$ cat config.mk
export PLATFORM = sky130hd
export DESIGN_NAME = csel_sub_64bit_pipe
export DESIGN_NICKNAME = d
export VERILOG_FILES = /design/src/rtl/csel_sub_64bit_pipe.sv
export SDC_FILE = /design/constraint.sdc
export NUM_CORES = 1
export LEC_CHECK = 0
export CAP_MARGIN = 20
export CORE_MARGIN = 5
export CORE_UTILIZATION = 45
export CTS_BUF_LIST = sky130_fd_sc_hd__clkbuf_8
export DETAILED_ROUTE_END_ITERATION = 6
export PLACE_DENSITY = 0.76
export REMOVE_ABC_BUFFERS = 1
export SETUP_SLACK_MARGIN = 0.4
export SYNTH_ARGS = -nofsm -noshare
export SYNTH_HDL_FRONTEND = slang
export SYNTH_SLANG_ARGS = --single-unit
$ cat constraint.sdc
create_clock -name clock -period 4.8 [get_ports clock]
set_input_delay 0.72 -clock clock [delete_from_list [all_inputs] [get_ports clock]]
set_output_delay 0.72 -clock clock [all_outputs]
set_load 0.03 [all_outputs]
$ cat src/rtl/csel_sub_64bit_pipe.sv
// Four-stage pipelined 64-bit subtractor (op1 - op2 - bin) built from 4-bit
// carry-select blocks. Each stage resolves 16 bits; the inter-stage carry and the
// unconsumed operand slices travel with the op through the pipeline registers.
module csel_sub_64bit_pipe (
  input  logic        clock,
  input  logic        reset,
  input  logic        in_valid,
  output logic        in_ready,
  input  logic [63:0] op1,
  input  logic [63:0] op2,
  input  logic        bin,
  output logic        out_valid,
  input  logic        out_ready,
  output logic [63:0] diff,
  output logic        bout,
  output logic        ovf
);

  // 16-bit slice from four 4-bit carry-select blocks; returns {carry_out, sum}.
  function automatic logic [16:0] csel16(input logic [15:0] a,
                                         input logic [15:0] b,
                                         input logic        cin);
    logic        c;
    logic [15:0] s;
    logic [4:0]  r0;
    logic [4:0]  r1;
    c = cin;
    s = '0;
    for (int unsigned i = 0; i < 4; i++) begin
      r0 = {1'b0, a[4*i +: 4]} + {1'b0, b[4*i +: 4]};
      r1 = r0 + 5'd1;
      s[4*i +: 4] = c ? r1[3:0] : r0[3:0];
      c = c ? r1[4] : r0[4];
    end
    return {c, s};
  endfunction

  // Stage 0 registers
  logic        v0_q;
  logic [15:0] d0_q;
  logic        c0_q;
  logic [47:0] a0_q, b0_q;
  logic        sa0_q, sb0_q;
  // Stage 1 registers
  logic        v1_q;
  logic [31:0] d1_q;
  logic        c1_q;
  logic [31:0] a1_q, b1_q;
  logic        sa1_q, sb1_q;
  // Stage 2 registers
  logic        v2_q;
  logic [47:0] d2_q;
  logic        c2_q;
  logic [15:0] a2_q, b2_q;
  logic        sa2_q, sb2_q;
  // Stage 3 registers (outputs)
  logic        out_valid_q;
  logic [63:0] diff_q;
  logic        bout_q, ovf_q;

  logic        adv, acc;
  logic [16:0] s0_d, s1_d, s2_d, s3_d;
  logic [63:0] diff_d;
  logic        bout_d, ovf_d;

  // Global advance, handshake and per-stage slice arithmetic.
  always_comb begin
    adv      = ~out_valid_q | out_ready;
    in_ready = adv & reset;
    acc      = in_valid & in_ready;
    s0_d     = csel16(op1[15:0], ~op2[15:0], ~bin);
    s1_d     = csel16(a0_q[15:0], b0_q[15:0], c0_q);
    s2_d     = csel16(a1_q[15:0], b1_q[15:0], c1_q);
    s3_d     = csel16(a2_q, b2_q, c2_q);
    diff_d   = {s3_d[15:0], d2_q};
    bout_d   = ~s3_d[16];
    ovf_d    = (sa2_q != sb2_q) & (s3_d[15] != sa2_q);
  end

  // Pipeline shift; data registers load only behind a valid op so bubbles
  // and idle inputs never reach the outputs.
  always_ff @(posedge clock) begin
    if (!reset) begin
      v0_q        <= 1'b0;
      v1_q        <= 1'b0;
      v2_q        <= 1'b0;
      out_valid_q <= 1'b0;
      diff_q      <= '0;
      bout_q      <= 1'b0;
      ovf_q       <= 1'b0;
    end else if (adv) begin
      v0_q        <= acc;
      v1_q        <= v0_q;
      v2_q        <= v1_q;
      out_valid_q <= v2_q;
      if (acc) begin
        d0_q  <= s0_d[15:0];
        c0_q  <= s0_d[16];
        a0_q  <= op1[63:16];
        b0_q  <= ~op2[63:16];
        sa0_q <= op1[63];
        sb0_q <= op2[63];
      end
      if (v0_q) begin
        d1_q  <= {s1_d[15:0], d0_q};
        c1_q  <= s1_d[16];
        a1_q  <= a0_q[47:16];
        b1_q  <= b0_q[47:16];
        sa1_q <= sa0_q;
        sb1_q <= sb0_q;
      end
      if (v1_q) begin
        d2_q  <= {s2_d[15:0], d1_q};
        c2_q  <= s2_d[16];
        a2_q  <= a1_q[31:16];
        b2_q  <= b1_q[31:16];
        sa2_q <= sa1_q;
        sb2_q <= sb1_q;
      end
      if (v2_q) begin
        diff_q <= diff_d;
        bout_q <= bout_d;
        ovf_q  <= ovf_d;
      end
    end
  end

  assign out_valid = out_valid_q;
  assign diff      = diff_q;
  assign bout      = bout_q;
  assign ovf       = ovf_q;

endmodule

Word-level counts from Yosys, hierarchy flattened
Cells that the tools add are included.
W data, S select, Z words.
{ "totals": {"regBits": 367, "input_bits": 133, "wordCells": 103} }
{ "op_classes": {"n_addsub": 32, "n_eq_ne": 2, "n_mux": 32, "bitwise": 8, "reduce_logical": 4} }
{ "ops": {"columns": ["operator", "n"], "rows": [
  ["$add A4 B4 Y5", 16],
  ["$add A5 B1 Y5 const B", 16],
  ["$mux W4", 16],
  ["$not A48 Y48", 1],
  ["$mux W1", 16],
  ["$not A16 Y16", 1],
  ["$reduce_and A3 Y1", 3],
  ["$and A1 B1 Y1", 3],
  ["$ne A1 B1 Y1", 2],
  ["$not A1 Y1", 2],
  ["$reduce_and A2 Y1", 1],
  ["$or A1 B1 Y1", 1]
]} }

Logic depth before layout (Yosys ltp)
Gate-level depths: netlist of run 1.
{ "logic_depth": {"word_depth": 8, "depth_mapped": 13, "ltp_nobuf": 13} }

Worst setup path after synthesis of run 1
Ideal clock, no wire load.
{ "synth_path": {"path_kind": "in2reg", "from": "in out_ready", "to": "reg a0_q[0] (enable)", "setup_time_ps": 487, "arrival_ps": 3828, "slack_ps": 485, "cell_stages": 3, "path_buffers": 1, "cell_sequence": "nand2b_1 -> clkbuf_1 -> and3_1"} }
{ "synth_via": {"elab_chain_len": 4} }
{ "synth_lines": {"columns": ["element", "line_no", "rtl"], "rows": [
  ["start, declared", "13", "input logic out_ready,"],
  ["$or A1 B1 Y1", "68", "adv = ~out_valid_q | out_ready;"],
  ["$and A1 B1 Y1", "69", "in_ready = adv & reset;"],
  ["$and A1 B1 Y1", "70", "acc = in_valid & in_ready;"],
  ["named net acc", "61", "logic adv, acc;"],
  ["$reduce_and A3 Y1 (no line)", null, null],
  ["end signal, assigned", "99", "a0_q <= op1[63:16];"],
  ["end, declared", "42", "logic [47:0] a0_q, b0_q;"]
]} }
The timed path passes the listed nets, and every way through them passes these cells.
A chain may end at the register's enable or synchronous reset.

Worst setup path in the final report of run 1
{ "layout_path": {"from": "reg a0_q[0]", "to": "reg d1_q[29], data pin"} }
{ "layout_via": {"elab_chain_len": 6} }
{ "layout_lines": {"columns": ["element", "line_no", "rtl"], "rows": [
  ["$add A4 B4 Y5 (*)", "30", "r0 = {1'b0, a[4*i +: 4]} + {1'b0, b[4*i +: 4]};"],
  ["$add A5 B1 Y5", "31", "r1 = r0 + 5'd1;"],
  ["$mux W1 (*) (3 in a row)", "33", "c = c ? r1[4] : r0[4];"],
  ["$mux W4 (*)", "32", "s[4*i +: 4] = c ? r1[3:0] : r0[3:0];"],
  ["named net s1_d[13]", "62", "logic [16:0] s0_d, s1_d, s2_d, s3_d;"],
  ["end signal, assigned", "105", "d1_q <= {s1_d[15:0], d0_q};"],
  ["end, declared", "46", "logic [31:0] d1_q;"]
]} }
Mark *: on every way through the listed nets, which the timed path passes. The rest lies on a longest branch.

==> metrics.txt, run 1 <==
Final Hold Fails 0; Inserted Clock Buffers 58; Distinct cells, synth 46; Leakage Power 7.009 nW; fin crit share 75.54%; DPL Wire Length 19470 um; clock slew at reported path FFs 0.07 ns; Max rail drop VDD 0.1781 mV; final std cells w/o fill 1786; post-synthesis sequential area ratio 68.76%; PnR worst setup slack 1.174 ns; max-cap violation count 0; power per cell area 368.1 nW/um^2; DR vias 8645; Hold Path Class reg -> reg; skew final 0.02442 ns; Post-synth EDFFs 294; Syn Std Cell Area 14880 um^2; Final setup viols 0; via count of the first global-routing pass 9058; core area 32620 um^2; die footprint 36800 um^2; Area after DPL 17420 um^2; Primary FF master, synth edfxtp_1; drt total wl 28020 um; GRT Total Usage 15.37%; Skew-Pair Late Insertion Delay 0.59 ns; setup TNS 0 ns; pin count of the biggest net entering global routing 83; post-DR vias/cell 4.840; Yosys top cell area share 59.34%; Synth Warn # 0; GPL Wtd Cong 0.8149; share of layout cells above drive strength 1 8.576%; RSZ-0062 raised after global routing no; dpl cells 1673; initial drt markers 373; clock sink total 364; Rel. slew slack 40.03%; Die X 191.8 um; post-route ant nets 0; Post-Synth Adder-Cell Area 8.881%; Total Nets Final 1521; #FFs+latches synth 364; post-CTS setup buffers 0; Syn Area/Cell 14.17 um^2; post-synthesis mux area share 1.472%; Remaining Overflow, GRT 0; Initial Util 45.61%; Crit path required time 5.13 ns; Longest Clk Path Bufs 3; min Tclk post-route 3.626 ns; area grow syn2layout 25.57%; final instance area 18680 um^2; Pre-Repair DR Iteration Count 6; Synth area leaders edfxtp_1 (59%), dfxtp_1 (9.4%), ha_1 (6.7%); total power draw 6.878 mW; Hold Buf Count CTS 0; Slew Limit Fails 0; WHS 0.3994 ns; status completed; main combinational cell family by area after synthesis adder cells; CP Launch Type flop; complex-gate fraction of the synthesized area 5.988%; Mapped Cells 1050; Die H 191.8 um; Root Buffer clkbuf_8; area leader, netlist edfxtp_1; slew of the pin with the lowest slew margin 0.8996 ns; simple logic cell fraction of the synthesized area 6.812%; fmax 275.8 MHz; Place WS 0.8691 ns; wire per inst 15.69 um; Setup crit end kind flop; CTS tree built; H-tree depth 2; ys async rst share 0%; crit-path max FO 5; Boundary Pins 201; I/O Buffers 200; Residual DRC 0; Crit Path Class reg -> reg; row count 66; antenna violations before repair 6; Synth Area in XOR/XNOR 5.239%; Worst Path Arrival 3.96 ns; fin util 57.28%; first-pass GRT wire length 45030 um; post-CTS resize count 0
cells by family (layout without fill, tap and decap cells):
family | count (synthesis) | in the layout
buffers and inverters | 113 | 404
adders and majority gates | 96 | 96
and+or+nand+nor | 219 | 219
DFF | 364 | 364
AOI/OAI and AO/OA | 149 | 149
other | 0 | 3
muxes | 20 | 20
xor gates and xnor gates | 89 | 89
report_power, final:
part | total (mW) | switching, mW | internal, mW
clock network | 2.71 | 1.17 | 1.54
registers | 3.58 | 0.0362 | 3.54
logic | 0.583 | 0.300 | 0.283
path summary, 6_finish.rpt:
kind / slack (ns) / endpoint / start / cells after the start
hold / removal: 0.40 / d2_q[20] / d1_q[20] / 0
hold reg to reg: 0.40 / d2_q[20] / d1_q[20] / 0
setup reg to reg: 1.17 / d1_q[29] / a0_q[0] / 9
setup / recovery: 1.17 / d1_q[29] / a0_q[0] / 9
cell type report:
| cell class | instances | area, um^2 |
|---|---|---|
| antenna | 3 | 7.507 |
| tap | 442 | 553.0 |
| multi-input combinational | 573 | 4244 |
| clock inverter | 42 | 304.0 |
| inverter | 90 | 337.8 |
| clock buffer | 67 | 922.1 |
| timing repair buffer | 205 | 2085 |
| fill | 2610 | 13940 |
| sequential | 364 | 10230 |
cells in the mapped netlist (all sizes together) (4+ instances only):
library cell  instances
a211oi               14
a21o                 29
a21oi                87
and2                  6
and3                  8
clkbuf               22
dfxtp                70
edfxtp              294
fa                   16
ha                   80
inv                  90
mux2                  9
mux2i                11
nand2               124
nand2b                4
nand3                10
nand3b                4
nand4                18
nor2                 25
nor2b                 6
nor3                  4
o21ai                10
xnor2                55
xor2                 34
flip-flops by register name, indices dropped and copies added (netlist names):
register,count
a0_q,48
a1_q,32
a2_q,16
b0_q,48
b1_q,32
b2_q,16
bout,1
c0_q,1
c1_q,1
c2_q,1
d0_q,16
d1_q,32
d2_q,48
diff,64
out_valid,1
ovf,1
sb0_q,1
sb1_q,1
sb2_q,1
v0_q,1
v1_q,1
v2_q,1
critical path: stages (launching register included):
cell and delay (ns):
edfxtp_1 0.37, ha_1 0.24, fa_1 0.54, ha_1 0.18, and3_1 0.19, a21boi_0 0.12, or3b_2 0.57, mux2i_1 0.16
xnor2_1 0.57, mux2_2 0.41
routing by layer:
| metal | up-vias | GRT usage, % | wire length, um |
|---|---|---|---|
| li1 | 4250 | - | - |
| met5 | - | 0 | 53 |
| met3 | 63 | 4.507 | 1811 |
| met4 | 8 | 5.663 | 742 |
| met2 | 190 | 27.20 | 14430 |
| met1 | 4134 | 17.68 | 10980 |
cells in the final DEF (no fill, tap or decap), types with 18 or more instances in the layout:
cell type and instances:
a21o_1 28, a21oi_1 87, clkbuf_8 67, clkdlybuf4s50_1 200
dfxtp_1 70, edfxtp_1 294, ha_1 80, inv_1 111
nand2_1 123, nand4_1 18, nor2_1 25, xnor2_1 55
xor2_1 34
Note: power is estimated with default switching activity, not from simulation.
==> run 2: changes to the inputs <==
Settings changed: PLACE_DENSITY 0.76 to 0.79.
Clock period 4.8 ns to 3.2 ns, I/O delays scaled along.
==> run 2 against run 1 <==
Effect of this change: the run now ends with setup timing left; routed wire length grew 3.3%; die area is the same; critical endpoint is now ovf; critical path type unchanged; maximum frequency grew 11%.
==> metrics.txt, run 2 (synthesis results as in run 1) <==
via count of the first global-routing pass 9194 (+1.5%); Root Buffer clkbuf_8; Die H 191.8 um (unchanged); Leakage Power 7.268 nW (+3.7%); slew of the pin with the lowest slew margin 0.6667 ns (-0.2329 ns); die footprint 36800 um^2 (unchanged); max-cap violation count 0 (unchanged); power per cell area 515.8 nW/um^2 (+40%); Boundary Pins 201 (unchanged); DR vias 8777 (+1.5%); share of layout cells above drive strength 1 14.58% (+6.0 points); H-tree depth 2 (unchanged); GRT Total Usage 15.49% (+0.12 points); Slew Limit Fails 0 (unchanged); post-DR vias/cell 4.801 (-0.81%); Crit Path Class reg -> reg; post-route ant nets 0 (unchanged); PnR worst setup slack -0.07763 ns (-1.252 ns); Hold Buf Count CTS 0 (unchanged); hold_sp d1_q[3]; fin util 59.00% (+1.7 points); Initial Util 45.61% (unchanged); CP Launch Type flop; clock sink total 364 (unchanged); antenna violations before repair 2 (-4); Final setup viols 1 (+1); CTS tree built; Residual DRC 0 (unchanged); Inserted Clock Buffers 57 (-1.7%); fin crit share 102.4% (+27 points); skew final 0.01610 ns (-0.008325 ns); r2r startpoint b2_q[4]; max reg flops 64 (unchanged); row count 66 (unchanged); Crit. Startpoint b2_q[4]; I/O Buffers 200 (unchanged); Die X 191.8 um (unchanged); clock slew at reported path FFs 0.06 ns (about the same); Skew-Pair Late Insertion Delay 0.57 ns (-0.02 ns); Layout fillers 2503 (-4.1%); wire per inst 15.83 um (+0.91%); first-pass GRT wire length 45150 um (+0.26%); drt total wl 28940 um (+3.3%); Max rail drop VDD 0.3567 mV (+100%); failing checks setup timing; Longest Clk Path Bufs 3 (unchanged); DPL Wire Length 19620 um (+0.82%); RSZ-0062 raised after global routing yes; Remaining Overflow, GRT 0 (unchanged); status complete, but fails checks; GPL Wtd Cong 0.7677 (-5.8%); Total Nets Final 1568 (+3.1%); Pre-Repair DR Iteration Count 5 (-1); Worst Path Arrival 3.77 ns (-0.19 ns); most frequent cells in the layout edfxtp_1 (294), clkdlybuf4s50_1 (197), nand2_1 (118); Setup crit end kind flop; Crit path required time 3.69 ns (-1.44 ns); Place WS -0.4473 ns (-1.316 ns); most common cell after layout, fill and taps aside edfxtp_1; fmax 305.1 MHz (+11%); core area 32620 um^2 (unchanged); Final Hold Fails 0 (unchanged); Rel. slew slack 55.56% (+16 points); min Tclk post-route 3.278 ns (-0.3483 ns); area grow syn2layout 29.35%; Hold Path Class reg -> reg; crit-path max FO 2 (-3); pin count of the biggest net entering global routing 60 (-28%); initial drt markers 376 (+0.80%)
run 2: cell count changes in the layout (fill, tap and decap cells not counted), moves of 4 or more:
| cell | delta |
|---|---|
| buf_4 | +37 |
| ha_1 | -11 |
| ha_2 | +10 |
| buf_6 | +9 |
| inv_2 | +6 |
| xnor2_1 | -6 |
| bufinv_16 | -5 |
| nand2_1 | -5 |
| a21oi_1 | -4 |
| and3_4 | +4 |
| clkinv_2 | -4 |
| nand2_2 | +4 |
| xnor2_2 | +4 |
run 2: through the flow:
stage	total power, mW	std cells	area, um^2	TNS (ns)	hold slack (ns)
2_1_floorplan	5.992	1027	14790	-125.90	0.4003
3_3_place_gp	6.358	1705	17700	-1.496	0.4001
3_5_place_dp	6.402	1705	17700	-3.173	0.4045
4_1_cts	10.03	1817	19020	0	0.4093
5_1_grt	10.42	1828	19240	-0.3354	0.4136
6_report	9.926	1828	19240	-0.07763	0.4090
run 2: worst max-delay path, cell delays in order (launching register included):
cell	delay, ns
edfxtp_1	0.40
ha_2	0.22
fa_1	0.50
ha_1	0.16
inv_2	0.06
a211oi_2	0.24
and4_4	0.30
nor2_4	0.06
mux2_4	0.34
a211oi_2	0.22
xnor2_1	0.14
or3b_1	0.40
a31oi_1	0.16
run 2: area by class of cell:
class                      instances  area [um^2]  area share [%]
antenna                            1        2.502         0.01300
timing repair buffer             253         2496           12.97
inverter                          90        337.8           1.755
clock buffer                      66        908.4           4.720
tap                              442        553.0           2.874
clock inverter                    39        152.6          0.7932
multi-input combinational        573         4564           23.72
sequential                       364        10230           53.16
run 2: path summary, 6_finish.rpt:
path / depth (start not counted) / slack, ns / endpoint
worst max register to register: 12 / -0.08 / ovf
worst min-delay path: 0 / 0.41 / d2_q[3]
worst max-delay path: 12 / -0.08 / ovf
worst min register to register: 0 / 0.41 / d2_q[3]
run 2: what timing repair did:
action | CTS | global route
pin swaps | 44 | 33
endpoints found under the setup margin | 33 | 32
endpoints found under the hold margin | 0 | 0
setup buffers | 7 | 10
resized for setup | 56 | 32
run 2: per-layer routing:
layer  vias up  GRT usage, %  wire length [um]
met1      4190         17.76             11410
met3        53         3.980              1696
met4         2         4.862               712
met5         -             0                13
met2       201         28.33             15100
li1       4331             -                 -
run 2: report_power, final:
group / switching, mW / total [mW] / internal (mW)
clock: 1.69 / 3.56 / 1.87
sequential: 0.0542 / 5.37 / 5.32
combinational: 0.491 / 0.999 / 0.508
total: 2.23 / 9.93 / 7.69
==> run 3: changes to the inputs <==
Settings changed: PLACE_DENSITY 0.79 to 0.7.
==> run 3 against run 2 <==
Effect of this change: the flow now finishes without violations; sequential power about the same; clock-buffer cell count increased by 5; power increased by 1.5%; largest cell class unchanged.
==> metrics.txt, run 3 (synthesis results as in run 1) <==
Hold Path Class reg -> reg; max-cap violation count 0 (unchanged); CP Launch Type flop; power per cell area 521.9 nW/um^2 (+1.2%); P_int 7.823 mW (+1.7%); status completed; max incr delay on CP 0.57 ns (+0.07 ns); RSZ-0062 raised after global routing yes; crit-path max FO 5 (+3); Critical Path Stages 10 (-2); initial drt markers 310 (-18%); Crit path required time 3.51 ns (-0.18 ns); I/O Buffers 200 (unchanged); Total Nets Final 1568 (unchanged); GPL Wtd Cong 0.8315 (+8.3%); GRT Total Usage 15.01% (-0.48 points); Switching Share 22.34% (-0.17 points); wire per inst 15.29 um (-3.4%); Crit. Startpoint a1_q[0]; antenna violations before repair 4 (+2); sequential power share 53.3% (-0.8 points); area grow syn2layout 29.75%; clock slew at reported path FFs 0.06 ns (about the same); fmax 322.0 MHz (+5.5%); pin count of the biggest net entering global routing 66 (+10%); slew of the pin with the lowest slew margin 0.6374 ns (-0.02929 ns); dpl cells 1707 (+0.12%); drt total wl 28000 um (-3.2%); r2r startpoint a1_q[0]; Inserted Clock Buffers 57 (unchanged); final std cells w/o fill 1831 (+0.16%); Final setup viols 0 (-1); CTS tree built; Psw 2.251 mW (+0.74%); clock sink total 364 (unchanged); Pre-Repair DR Iteration Count 5 (unchanged); via count of the first global-routing pass 8881 (-3.4%); CP max stage cell fa_2; Die X 191.8 um (unchanged); most frequent cells in the layout edfxtp_1 (294), clkdlybuf4s50_1 (197), nand2_1 (117); min Tclk post-route 3.106 ns (-0.1716 ns); die footprint 36800 um^2 (unchanged); hold depth 0 (unchanged); Remaining Overflow, GRT 0 (unchanged); post-route ant nets 0 (unchanged); clock share of power 36.7% (+0.9 points); H-tree depth 2 (unchanged); Longest Clk Path Bufs 3 (unchanged); Initial Util 45.61% (unchanged); setup TNS 0 ns (+0.07763 ns); skew final 0.01600 ns (-0.00009530 ns); final instance area 19300 um^2 (+0.31%); Slew Limit Fails 0 (unchanged); CP bufs+invs 1 (unchanged); total power draw 10.07 mW (+1.5%); core area 32620 um^2 (unchanged); Worst R2R Path Depth 10 (-2); DPL Wire Length 19590 um (-0.18%); Final Hold Fails 0 (unchanged); Boundary Pins 201 (unchanged); share of layout cells above drive strength 1 14.63% (+0.041 points); critical-path cell list ha_2 -> fa_2 -> ha_4 -> and3_4 -> a21boi_2 -> or3b_4 -> mux2i_1 -> xor2_1 -> buf_4 -> mux2_4; DR vias 8706 (-0.81%); Setup crit end kind flop; Worst Path Arrival 3.42 ns (-0.35 ns); Die H 191.8 um (unchanged); Rel. slew slack 57.45% (+1.9 points); Comb pwr share 10.0% (about the same); fin crit share 97.06% (-5.4 points); max reg flops 64 (unchanged); CP top delay family adder cells; Max rail drop VDD 0.2836 mV (-20%); Area after DPL 17730 um^2 (+0.16%); Residual DRC 0 (unchanged); Crit Path Class reg -> reg; Leakage Power 7.285 nW (+0.23%); hold_sp b0_q[42]; most common cell after layout, fill and taps aside edfxtp_1; first-pass GRT wire length 44020 um (-2.5%); Skew-Pair Late Insertion Delay 0.57 ns (about the same); row count 66 (unchanged); Root Buffer clkbuf_8; post-DR vias/cell 4.755 (-0.97%)
run 3: changes by cell type in the layout (fill, tap and decap cells not counted), moves of 3 or more:
cell and change:
clkbuf_8 +5, a211oi_1 +3, a211oi_2 -3, buf_6 -3, ha_2 -3, ha_4 +3, mux2i_1 +3, mux2i_2 -3
run 3: area by class of cell:
class | instances | area (um^2)
repair buffers | 253 | 2505
inverters | 90 | 337.8
diodes | 1 | 2.502
multi-input cells | 573 | 4549
clock inverters | 37 | 148.9
well taps | 442 | 553.0
fillers | 2569 | 13320
flip-flops and latches | 364 | 10230
clock buffers | 71 | 977.2
run 3: metrics by stage:
stage | hold WS [ns] | util (%) | worst slack [ns]
floorplan | 0.4003 | - | -0.7656
global placement | 0.4002 | 54.35 | -0.3083
detailed placement | 0.4045 | 54.35 | -0.3776
CTS | 0.3824 | 58.54 | 0.1140
global route | 0.4161 | 59.18 | -0.05378
finish | 0.4097 | 59.18 | 0.09398
run 3: worst paths after layout:
path	end	slack, ns
max reg2reg	d2_q[45]	0.09
min	b1_q[26]	0.41
min reg2reg	b1_q[26]	0.41
max	d2_q[45]	0.09
run 3: what timing repair did:
| action | 4_1_cts | 5_1_grt |
|---|---|---|
| setup buffers | 8 | 7 |
| endpoints found under the setup margin | 31 | 30 |
| pin swaps | 44 | 35 |
| gates resized for setup | 48 | 31 |
| hold buffers | 0 | 0 |
run 3: layer usage:
layer  vias to the layer above  GRT usage, %  part of all wire [%]
met5                         -             0                  0.13
met4                         6         5.442                   3.0
met3                        63         4.653                   6.6
met2                       190         26.54                    51
met1                      4116         17.16                    39
li1                       4331             -                     -
run 3: power by group through the flow:
| stage | clock (mW) | sequential (mW) | combinational (mW) |
|---|---|---|---|
| after floorplan | 0 | 5.50 | 0.487 |
| after global placement | 0 | 5.46 | 0.904 |
| after detailed placement | 0 | 5.47 | 0.931 |
| after CTS | 3.84 | 5.37 | 0.974 |
| after global routing | 4.05 | 5.38 | 1.11 |
| final | 3.70 | 5.37 | 1.01 |
run 3: worst register-to-register path, stage by stage (launching register included):
cell	delay [ns]
edfxtp_1	0.39
ha_2	0.21
fa_2	0.57
ha_4	0.14
and3_4	0.19
a21boi_2	0.06
or3b_4	0.45
mux2i_1	0.20
xor2_1	0.16
buf_4	0.17
mux2_4	0.30
